$ cat src/rtl/blinky_pkg.sv
// Shared constants for the ULX3S blinky: button/LED counts, button roles,
// the knight-rider direction type and the one-hot helper.
package blinky_pkg;

    localparam int NUM_BTN = 7;
    localparam int NUM_LED = 8;
    localparam int POS_W   = $clog2(NUM_LED);

    localparam int BTN_FREEZE = 0;
    localparam int BTN_ALLON  = 1;
    localparam int BTN_ALLOFF = 2;
    localparam int BTN_KNIGHT = 3;
    localparam int BTN_INVERT = 4;
    localparam int BTN_FAST   = 5;
    localparam int BTN_CLEAR  = 6;

    typedef enum logic {
        DIR_UP   = 1'b0,
        DIR_DOWN = 1'b1
    } dir_e;

    function automatic logic [NUM_LED-1:0] onehot(input logic [POS_W-1:0] pos);
        return NUM_LED'(1) << pos;
    endfunction

endpackage

$ cat src/rtl/blinky_if.sv
// Board-facing bundle of the blinky: raw buttons in, LEDs and the ESP32
// strap pin out.
interface blinky_if;
    import blinky_pkg::*;

    logic [NUM_BTN-1:0] btn;
    logic [NUM_LED-1:0] led;
    logic               wifi_gpio0;

    modport slave  (input  btn, output led, output wifi_gpio0);
    modport master (output btn, input  led, input  wifi_gpio0);

endinterface

$ cat src/rtl/blinky_top_btn_debounce.sv
// One push-button channel: two-flop synchroniser followed by a counter that
// accepts a new level only after it has persisted for 2**DEBOUNCE_W cycles.
module btn_debounce #(
    parameter int DEBOUNCE_W = 16
) (
    input  logic clk,
    input  logic rst,
    input  logic i_btn,
    output logic o_db
);

    logic                r_sync1;
    logic                r_sync2;
    logic                r_db;
    logic [DEBOUNCE_W:0] r_cnt;

    // The extra MSB flags that 2**DEBOUNCE_W mismatch cycles have been seen;
    // the level is adopted on the following cycle if it still differs.
    always_ff @(posedge clk) begin
        // NOTE: non-blocking assignments so every flop samples pre-edge values.
        if (rst) begin
            r_sync1 <= 1'b0;
            r_sync2 <= 1'b0;
            r_db    <= 1'b0;
            r_cnt   <= '0;
        end else begin
            r_sync1 <= i_btn;
            r_sync2 <= r_sync1;
            if (r_sync2 != r_db) begin
                if (r_cnt[DEBOUNCE_W]) begin
                    r_db  <= r_sync2;
                    r_cnt <= '0;
                end else begin
                    r_cnt <= r_cnt + (DEBOUNCE_W + 1)'(1);
                end
            end else begin
                r_cnt <= '0;
            end
        end
    end

    assign o_db = r_db;

endmodule

$ cat src/rtl/blinky_top.sv
// ULX3S blinky top: debounced buttons steer a prescaler-driven LED display
// (binary count, knight-rider walk, all-on/off, invert, fast, freeze, clear).
module blinky_top
    import blinky_pkg::*;
#(
    parameter int CNT_W      = 28,
    parameter int DEBOUNCE_W = 16
) (
    input  logic     clk_25mhz,
    input  logic     rst,
    blinky_if.slave  io
);

    logic [NUM_BTN-1:0] w_db;
    logic [CNT_W-1:0]   r_cnt;
    logic [POS_W-1:0]   r_pos;
    logic [POS_W-1:0]   w_pos_next;
    dir_e               r_dir;
    dir_e               w_dir_next;
    logic [NUM_LED-1:0] w_pattern;
    logic [NUM_LED-1:0] w_led_next;
    logic [NUM_LED-1:0] r_led;
    logic               w_freeze;
    logic               w_clear;
    logic               w_fast;
    logic               w_tick;

    for (genvar g = 0; g < NUM_BTN; g++) begin : g_db
        btn_debounce #(.DEBOUNCE_W(DEBOUNCE_W)) u_db (
            .clk   (clk_25mhz),
            .rst   (rst),
            .i_btn (io.btn[g]),
            .o_db  (w_db[g])
        );
    end

    assign w_freeze = w_db[BTN_FREEZE];
    assign w_clear  = w_db[BTN_CLEAR];
    assign w_fast   = w_db[BTN_FAST];
    assign w_tick   = (w_fast ? (&r_cnt[CNT_W-9:0]) : (&r_cnt[CNT_W-7:0]))
                      && !w_freeze && !w_clear;

    // Clear takes priority over freeze.
    always_ff @(posedge clk_25mhz) begin
        if (rst || w_clear) begin
            r_cnt <= '0;
        end else if (!w_freeze) begin
            r_cnt <= r_cnt + CNT_W'(1);
        end
    end

    always_ff @(posedge clk_25mhz) begin
        if (rst) begin
            r_pos <= '0;
            r_dir <= DIR_UP;
        end else begin
            r_pos <= w_pos_next;
            r_dir <= w_dir_next;
        end
    end

    // Bounce between the end LEDs without dwelling twice on an end value.
    always_comb begin
        // NOTE: defaults first so no path leaves a signal unassigned (no latch).
        w_pos_next = r_pos;
        w_dir_next = r_dir;
        if (w_tick) begin
            case (r_dir)
                DIR_UP: begin
                    if (r_pos == POS_W'(NUM_LED - 1)) begin
                        w_dir_next = DIR_DOWN;
                        w_pos_next = r_pos - POS_W'(1);
                    end else begin
                        w_pos_next = r_pos + POS_W'(1);
                    end
                end
                DIR_DOWN: begin
                    if (r_pos == '0) begin
                        w_dir_next = DIR_UP;
                        w_pos_next = POS_W'(1);
                    end else begin
                        w_pos_next = r_pos - POS_W'(1);
                    end
                end
                default: begin
                    w_dir_next = DIR_UP;
                    w_pos_next = '0;
                end
            endcase
        end
    end

    always_comb begin
        w_pattern = w_fast ? r_cnt[CNT_W-3 -: NUM_LED] : r_cnt[CNT_W-1 -: NUM_LED];
        if (w_db[BTN_ALLON]) begin
            w_pattern = '1;
        end else if (w_db[BTN_ALLOFF]) begin
            w_pattern = '0;
        end else if (w_db[BTN_KNIGHT]) begin
            w_pattern = onehot(r_pos);
        end
        w_led_next = w_db[BTN_INVERT] ? ~w_pattern : w_pattern;
    end

    always_ff @(posedge clk_25mhz) begin
        if (rst) begin
            r_led <= '0;
        end else begin
            r_led <= w_led_next;
        end
    end

    assign io.led        = r_led;
    assign io.wifi_gpio0 = 1'b1;

endmodule

$ cat src/flat_wrapper.sv
// flat-port wrapper written by rule: the top's interface ports become plain ports
module blinky_top_flat import blinky_pkg::*;
#(
    parameter int CNT_W      = 28,
    parameter int DEBOUNCE_W = 16
)
  (clk_25mhz, rst, io_btn, io_led, io_wifi_gpio0);
  blinky_if io_i ();
  input  logic clk_25mhz;
  input  logic rst;
  input wire logic [$bits(io_i.btn)-1:0] io_btn;
  output wire logic [$bits(io_i.led)-1:0] io_led;
  output wire logic [$bits(io_i.wifi_gpio0)-1:0] io_wifi_gpio0;
  assign io_i.btn = io_btn;
  assign io_led = io_i.led;
  assign io_wifi_gpio0 = io_i.wifi_gpio0;
  blinky_top #(.CNT_W(CNT_W), .DEBOUNCE_W(DEBOUNCE_W)) u_core (.clk_25mhz(clk_25mhz), .rst(rst), .io(io_i));
endmodule
$ cat config.mk
export PLATFORM = sky130hd
export DESIGN_NAME = blinky_top_flat
export DESIGN_NICKNAME = d
export VERILOG_FILES = /design/src/rtl/blinky_pkg.sv /design/src/rtl/blinky_if.sv /design/src/rtl/blinky_top_btn_debounce.sv /design/src/rtl/blinky_top.sv /design/src/flat_wrapper.sv
export SDC_FILE = /design/constraint.sdc
export NUM_CORES = 1
export LEC_CHECK = 0
export CAP_MARGIN = 20
export CORE_MARGIN = 3
export CORE_UTILIZATION = 50
export CTS_BUF_LIST = sky130_fd_sc_hd__clkbuf_4 sky130_fd_sc_hd__clkbuf_8
export DETAILED_ROUTE_END_ITERATION = 12
export HOLD_SLACK_MARGIN = 0.05
export PLACE_DENSITY = 0.7
export SYNTH_ARGS = -nofsm -noshare
export SYNTH_HDL_FRONTEND = slang
export SYNTH_HIERARCHICAL = 1
export SYNTH_SLANG_ARGS = --single-unit
export TNS_END_PERCENT = 20
$ cat constraint.sdc
create_clock -name clk_25mhz -period 5.5 [get_ports clk_25mhz]
set_input_delay 0.825 -clock clk_25mhz [delete_from_list [all_inputs] [get_ports clk_25mhz]]
set_output_delay 0.825 -clock clk_25mhz [all_outputs]
set_load 0.02 [all_outputs]
==> impl_metrics.json, run 1 <==
{
  "status": "completed",
  "cts-resized-gates": 0,
  "instances_no_fill": 1146,
  "utilization_pct": 56.1,
  "hpwlAfterDp_um": 10200,
  "synth_xor_area_share_pct": 4.24,
  "ir_worst_vdd_v": 0.000171,
  "synth_top_area_share_pct": 43.6,
  "cts.clk_slew.worst_paths_ns": 0.09,
  "cp-end-kind": "flip-flop",
  "synth.area.top_cells": "dfxtp_1, mux2i_1, a21oi_1",
  "timing.rr.end": "u_core/r_pos[2]",
  "wl_per_cell_um": 13.1,
  "synthAdderAreaFrac_pct": 2.27,
  "ys_seq_elements": 180,
  "cts_buffers": 17,
  "synth.distinct_cells": 49,
  "async_flop_share_pct": 0,
  "layout_setup_ws_ns": 3.22,
  "r2r_cells": 5,
  "power.density_nw_per_um2": 254,
  "rows": 46,
  "crit_path_top_delay_cell": "or3_1",
  "arrival_ns": 2.62,
  "cts_tree": "yes",
  "num_vias": 6496,
  "crit_fanout": 11,
  "synth-simple-area-share_pct": 29.0,
  "boundaryPins": 18,
  "area_delta_synth_final_pct": 8.99,
  "hp-class": "reg2reg",
  "rsz0062_at_grt": "false",
  "ant_nets": 0,
  "ys_warn_count": 6,
  "fin_crit_sh_pct": 41.5,
  "grt_pass1_vias": 5762,
  "totalWireLength_um": 15000,
  "grt_pass1_wl_um": 25800,
  "die_h_um": 135,
  "post_cts_buffers": 0,
  "p_int_uw": 1790,
  "synth_compound_area_share_pct": 12.1,
  "ys.flop_type": "dfxtp_1",
  "drive_above_1_share_pct": 6.13,
  "syn_nets": 927,
  "setup_viol": 0,
  "cts_sinks": 180,
  "regArea_sq_um": 3600,
  "multi_input_area_sq_um": 4410,
  "relSlewSlack_pct": 50.0,
  "drcViolationCount": 0,
  "core-area_sq_um": 16100,
  "yosysTopAreaCell": "dfxtp_1",
  "vias_per_cell": 5.67,
  "ys_seq_area_share_pct": 43.6,
  "critPathLaunchType": "flip-flop",
  "num-nets-final": 941,
  "syn-cell-area_sq_um": 8270,
  "port_buffers": 16,
  "gp_congestion": 0.779,
  "endpoint": "u_core/r_pos[2]",
  "clockBufferDepth": 2,
  "synthMuxAreaShare_pct": 5.69,
  "critPathMaxStageDelay_ns": 0.49,
  "sw_frac_of_total_pct": 21.9,
  "antennaDiodeCount": 0,
  "min_period_ns": 2.28,
  "synth_top_family_by_area": "simple AND/OR/NAND/NOR gates",
  "max_freq_mhz": 438,
  "synthCells": 903,
  "path_class": "reg2reg",
  "ff2ff_setup_slack_ns": 3.22,
  "worstPathRequired_ns": 5.84,
  "finalHoldWorstSlack_ns": 0.445,
  "power_switching_uw": 501,
  "p_clk_share_pct": 40.5,
  "crit_chain": "ha_1 -> and4b_1 -> nand3_1 -> or3_1 -> o311a_1",
  "synth_edf_count": 0,
  "dp_worst_setup_slack_ns": 2.83,
  "antenna_found_initial": 0,
  "finalSetupTns_ns": 0,
  "die-area_sq_um": 18100,
  "track_usage_pct": 16.8,
  "root_buffer": "clkbuf_8",
  "holdBufCountCts": 0,
  "comb_power_share_pct": 2.0,
  "initial_core_util_pct": 51.5,
  "htree_num_levels": 4,
  "worst_pin_slew_ns": 0.744,
  "fill_cells": 1453,
  "grt_start_max_net_pins": 35,
  "startpoint": "u_core/r_cnt[0]",
  "hp-start": "u_core/g_db[6].u_db/r_sync1",
  "p_leak_uw": 0.00293,
  "p_seq_share_pct": 57.6,
  "grt_overflow": 0,
  "first_iter_violations": 409,
  "place_inst": 1114,
  "syn-mean-instance-area_sq_um": 9.15,
  "maxCapViolCount": 0,
  "r2r-start": "u_core/r_cnt[0]",
  "final_max_slew_viol_count": 0,
  "worstSkewPairLatency_ns": 0.46,
  "drt_pass1_iterations": 7,
  "die_w_um": 135,
  "hold_viol": 0,
  "finClkSkew_ns": 0.0102
}
## final cells by class
cell class	instances	area share, %
Inverter	36	1.50
Clock buffer	22	3.29
Sequential cell	180	40.0
Clock inverter	10	1.36
Timing Repair Buffer	17	1.86
Tap cell	216	3.00
Multi-Input combinational cell	665	49.0
## power groups by stage
stage | combinational [uW] | sequential, uW | clock (uW)
global placement | 44.8 | 1350 | 0
detailed placement | 46.0 | 1350 | 0
global route | 51.2 | 1320 | 1010
floorplan | 31.4 | 1350 | 0
finish | 45.3 | 1320 | 925
CTS | 46.1 | 1320 | 960
## synth_stat cells (2+ instances only)
cell / instances
dfxtp_1: 180
a21oi_1: 84
nand3_1: 68
nor2_1: 61
mux2i_1: 47
o31ai_1: 44
or4_1: 43
nand2_1: 41
inv_1: 36
o21ai_0: 35
nand4_1: 30
or3_1: 26
nor4_1: 24
nand3b_1: 23
xnor2_1: 21
xor2_1: 19
nor2b_1: 16
clkbuf_1: 15
ha_1: 15
and3_1: 8
nand4_2: 8
and2_1: 7
and3b_1: 7
nand4_4: 7
and4_1: 3
buf_6: 3
nor3_1: 3
or2_2: 3
a31oi_1: 2
and4b_1: 2
buf_4: 2
o41ai_1: 2
or3_2: 2
## worst min-delay path by stage
stage / slack, ns / depth (start not counted) / endpoint
floorplan: 0.41 / 1 / u_core/g_db[0].u_db/r_sync2
global placement: 0.42 / 1 / u_core/g_db[2].u_db/r_sync2
detailed placement: 0.43 / 1 / u_core/g_db[6].u_db/r_sync2
CTS: 0.45 / 1 / u_core/g_db[6].u_db/r_sync2
global route: 0.46 / 1 / u_core/g_db[0].u_db/r_sync2
finish: 0.45 / 1 / u_core/g_db[6].u_db/r_sync2
## metal layers
layer | GRT usage, % | share of wire (%) | vias to the layer above
met2 | 27.2 | 46 | 62
li1 | - | - | 3394
met5 | 0 | 0 | -
met4 | 5.43 | 0.89 | 0
met3 | 3.84 | 2.9 | 11
met1 | 22.4 | 50 | 3029
## logic make-up (layout without fill, tap and decap cells)
group	after synthesis	in the layout
flops	180	180
xor+xnor	40	40
mux	47	47
other cells	1	1
fa+ha+maj	15	15
compound gates	172	172
buf+inv	58	85
simple gates	390	390
## worst max-delay path: cells and delay by family (launching register included)
kind | cells | cell delay, ns
compound gates | 1 | 0.36
fa+ha+maj | 1 | 0.28
simple gates | 3 | 1.16
flops | 1 | 0.38
## stage by stage
stage / cell area (sq um) / power (uW)
6_report: 9010 / 2290
5_1_grt: 9010 / 2380
4_1_cts: 9010 / 2320
3_5_place_dp: 8590 / 1390
3_3_place_gp: 8590 / 1390
2_1_floorplan: 8270 / 1380
## registers in the layout, indices dropped and copies added (netlist names)
name                      count
u_core/io.led                 8
u_core/r_pos                  3
u_core/r_dir                  1
u_core/g_db.u_db/r_cnt      119
u_core/g_db.u_db/o_db         7
u_core/g_db.u_db/r_sync1      7
u_core/r_cnt                 28
u_core/g_db.u_db/r_sync2      7
## layout by cell type (no fill, tap or decap), types with 3 or more instances in the layout
cell	count
a21oi_1	84
and2_1	7
and3_1	8
and3b_1	7
and4_1	3
clkbuf_8	21
clkdlybuf4s50_1	16
clkinv_4	3
clkinvlp_4	3
dfxtp_1	180
ha_1	15
inv_1	36
mux2i_1	47
nand2_1	41
nand3_1	68
nand3b_1	23
nand4_1	30
nand4_2	8
nand4_4	7
nor2_1	61
nor2b_1	16
nor3_1	3
nor4_1	24
o21ai_0	35
o31ai_1	44
or2_2	3
or3_1	26
or4_1	43
xnor2_1	21
xor2_1	19
No activity file was read; power rests on OpenSTA's default activity.
==> run 2: changes to the inputs <==
PLACE_DENSITY = 0.73   (was 0.7)
clock period = 1.91 ns   (was 5.5 ns; I/O delays follow)
==> run 2 against run 1 <==
Register-to-register slack got worse by 3.1 ns. Maximum frequency rose by 27%. Global-route usage rose by 1.1 points. Largest cell class unchanged. Combinational power rose to 3.8 times the previous value. Clock power rose to 3.1 times the previous value. Largest power group unchanged. Design area rose by 4.5%. Die area did not move. Via count rose by 4.4%. Highest routed layer unchanged.
==> impl_metrics.json, run 2 (synthesis gave the netlist of run 1 again) <==
{
  "cts_tree": "yes",
  "htree_num_levels": 4,
  "finalHoldWorstSlack_ns": 0.370,
  "ir_worst_vdd_v": 0.000465,
  "num-nets-final": 987,
  "critPathMaxStageDelay_ns": 0.53,
  "arrival_ns": 2.19,
  "final_max_slew_viol_count": 0,
  "worstSkewPairLatency_ns": 0.46,
  "crit_path_top_delay_cell": "or4_1",
  "power.density_nw_per_um2": 724,
  "critPathLaunchType": "flip-flop",
  "ant_nets": 0,
  "grt_overflow": 0,
  "relSlewSlack_pct": 67.1,
  "initial_core_util_pct": 51.5,
  "p_leak_uw": 0.00318,
  "grt_pass1_wl_um": 27300,
  "vias_per_cell": 5.69,
  "max_freq_mhz": 557,
  "rows": 46,
  "die_w_um": 135,
  "setup_viol": 0,
  "core-area_sq_um": 16100,
  "fill_cells": 1433,
  "path_class": "reg2reg",
  "min_period_ns": 1.79,
  "drcViolationCount": 0,
  "maxCapViolCount": 0,
  "gp_congestion": 0.804,
  "cts_sinks": 180,
  "finClkSkew_ns": 0.0104,
  "cp_num_buf_inv": 0,
  "die_h_um": 135,
  "crit_chain": "nand4b_4 -> or3_4 -> or4_1 -> a21oi_1",
  "clockBufferDepth": 2,
  "antennaDiodeCount": 0,
  "place_inst": 1160,
  "area_delta_synth_final_pct": 13.9,
  "drive_above_1_share_pct": 11.7,
  "hpwlAfterDp_um": 10900,
  "wl_per_cell_um": 13.2,
  "grt_pass1_vias": 6103,
  "grt_start_max_net_pins": 18,
  "first_iter_violations": 316,
  "instances_no_fill": 1192,
  "worstPathRequired_ns": 2.31,
  "boundaryPins": 18,
  "totalWireLength_um": 15800,
  "final_common_cell": "dfxtp_1",
  "utilization_pct": 58.6,
  "crit_fanout": 13,
  "fin_crit_sh_pct": 94.0,
  "num_vias": 6779,
  "cts_buffers": 17,
  "track_usage_pct": 17.9,
  "worst_pin_slew_ns": 0.489,
  "port_buffers": 16,
  "rsz0062_at_grt": "true",
  "finalSetupTns_ns": 0,
  "antenna_found_initial": 0,
  "cp-end-kind": "flip-flop",
  "cts.clk_slew.worst_paths_ns": 0.09,
  "root_buffer": "clkbuf_8",
  "final_cell_mix": "dfxtp_1, a21oi_1, nand3_1",
  "die-area_sq_um": 18100,
  "cpLargestDelayFamily": "simple AND/OR/NAND/NOR gates",
  "hp-class": "in2reg",
  "regMostFlops": "u_core/g_db.u_db/r_cnt",
  "largest_register_ffs": 119,
  "hold_viol": 0,
  "status": "completed",
  "drt_pass1_iterations": 5
}
run 2: changes by cell type in the layout (fill, tap and decap cells not counted), moves of 2 or more:
cell / before / now
bufinv_16: 2 / 4
buf_4: 1 / 46
dfxtp_2: 0 / 10
clkbuf_8: 21 / 19
dfxtp_1: 180 / 170
run 2: cell type report:
class | count | area (sq um) | share of cell area, %
Multi-Input combinational cell | 665 | 4420 | 47.0
Sequential cell | 180 | 3620 | 38.4
Timing Repair Buffer | 63 | 526 | 5.58
Tap cell | 216 | 270 | 2.87
Clock buffer | 20 | 269 | 2.86
Clock inverter | 12 | 179 | 1.90
Inverter | 36 | 135 | 1.44
run 2: per-layer routing:
layer  share of wire (%)  track usage [%]  vias up
met1                  49             23.3     3194
met4                 1.4             6.84        0
met2                  47             29.1       75
met3                 3.0             4.10       16
li1                    -                -     3494
met5                   0                0        -
run 2: worst reg2reg max path, stage by stage (launching register included):
cell,delay [ns]
dfxtp_1,0.45
nand4b_4,0.17
or3_4,0.43
or4_1,0.53
a21oi_1,0.15
run 2: worst paths after layout:
kind	startpoint	to	slack [ns]	depth (start not counted)
min reg2reg	u_core/g_db[0].u_db/r_sync1	u_core/g_db[0].u_db/r_sync2	0.44	1
min	io_btn[6]	u_core/g_db[6].u_db/r_sync1	0.37	2
max reg2reg	u_core/r_cnt[3]	u_core/r_cnt[27]	0.12	4
max	u_core/r_cnt[3]	u_core/r_cnt[27]	0.12	4
run 2: report_power, final:
part | internal (uW) | switching (uW)
Sequential | 3770 | 17.4
Clock | 1510 | 1350
Combinational | 76.3 | 94.3
run 2: timing repair:
| action | 4_1_cts | 5_1_grt |
|---|---|---|
| setup buffers | 0 | 0 |
| setup endpoints to repair | 0 | 9 |
| hold buffers | 0 | 0 |
| resized for setup | 0 | 11 |
run 2: per-stage QoR:
stage | total power (uW) | instance area [sq um] | setup WS [ns]
after floorplan | 3970 | 8270 | 0.0822
after global placement | 4050 | 8950 | 0.0502
after detailed placement | 4050 | 8950 | -0.0381
after CTS | 6900 | 9400 | 0.0225
after global routing | 7070 | 9420 | -0.0115
final | 6820 | 9420 | 0.115
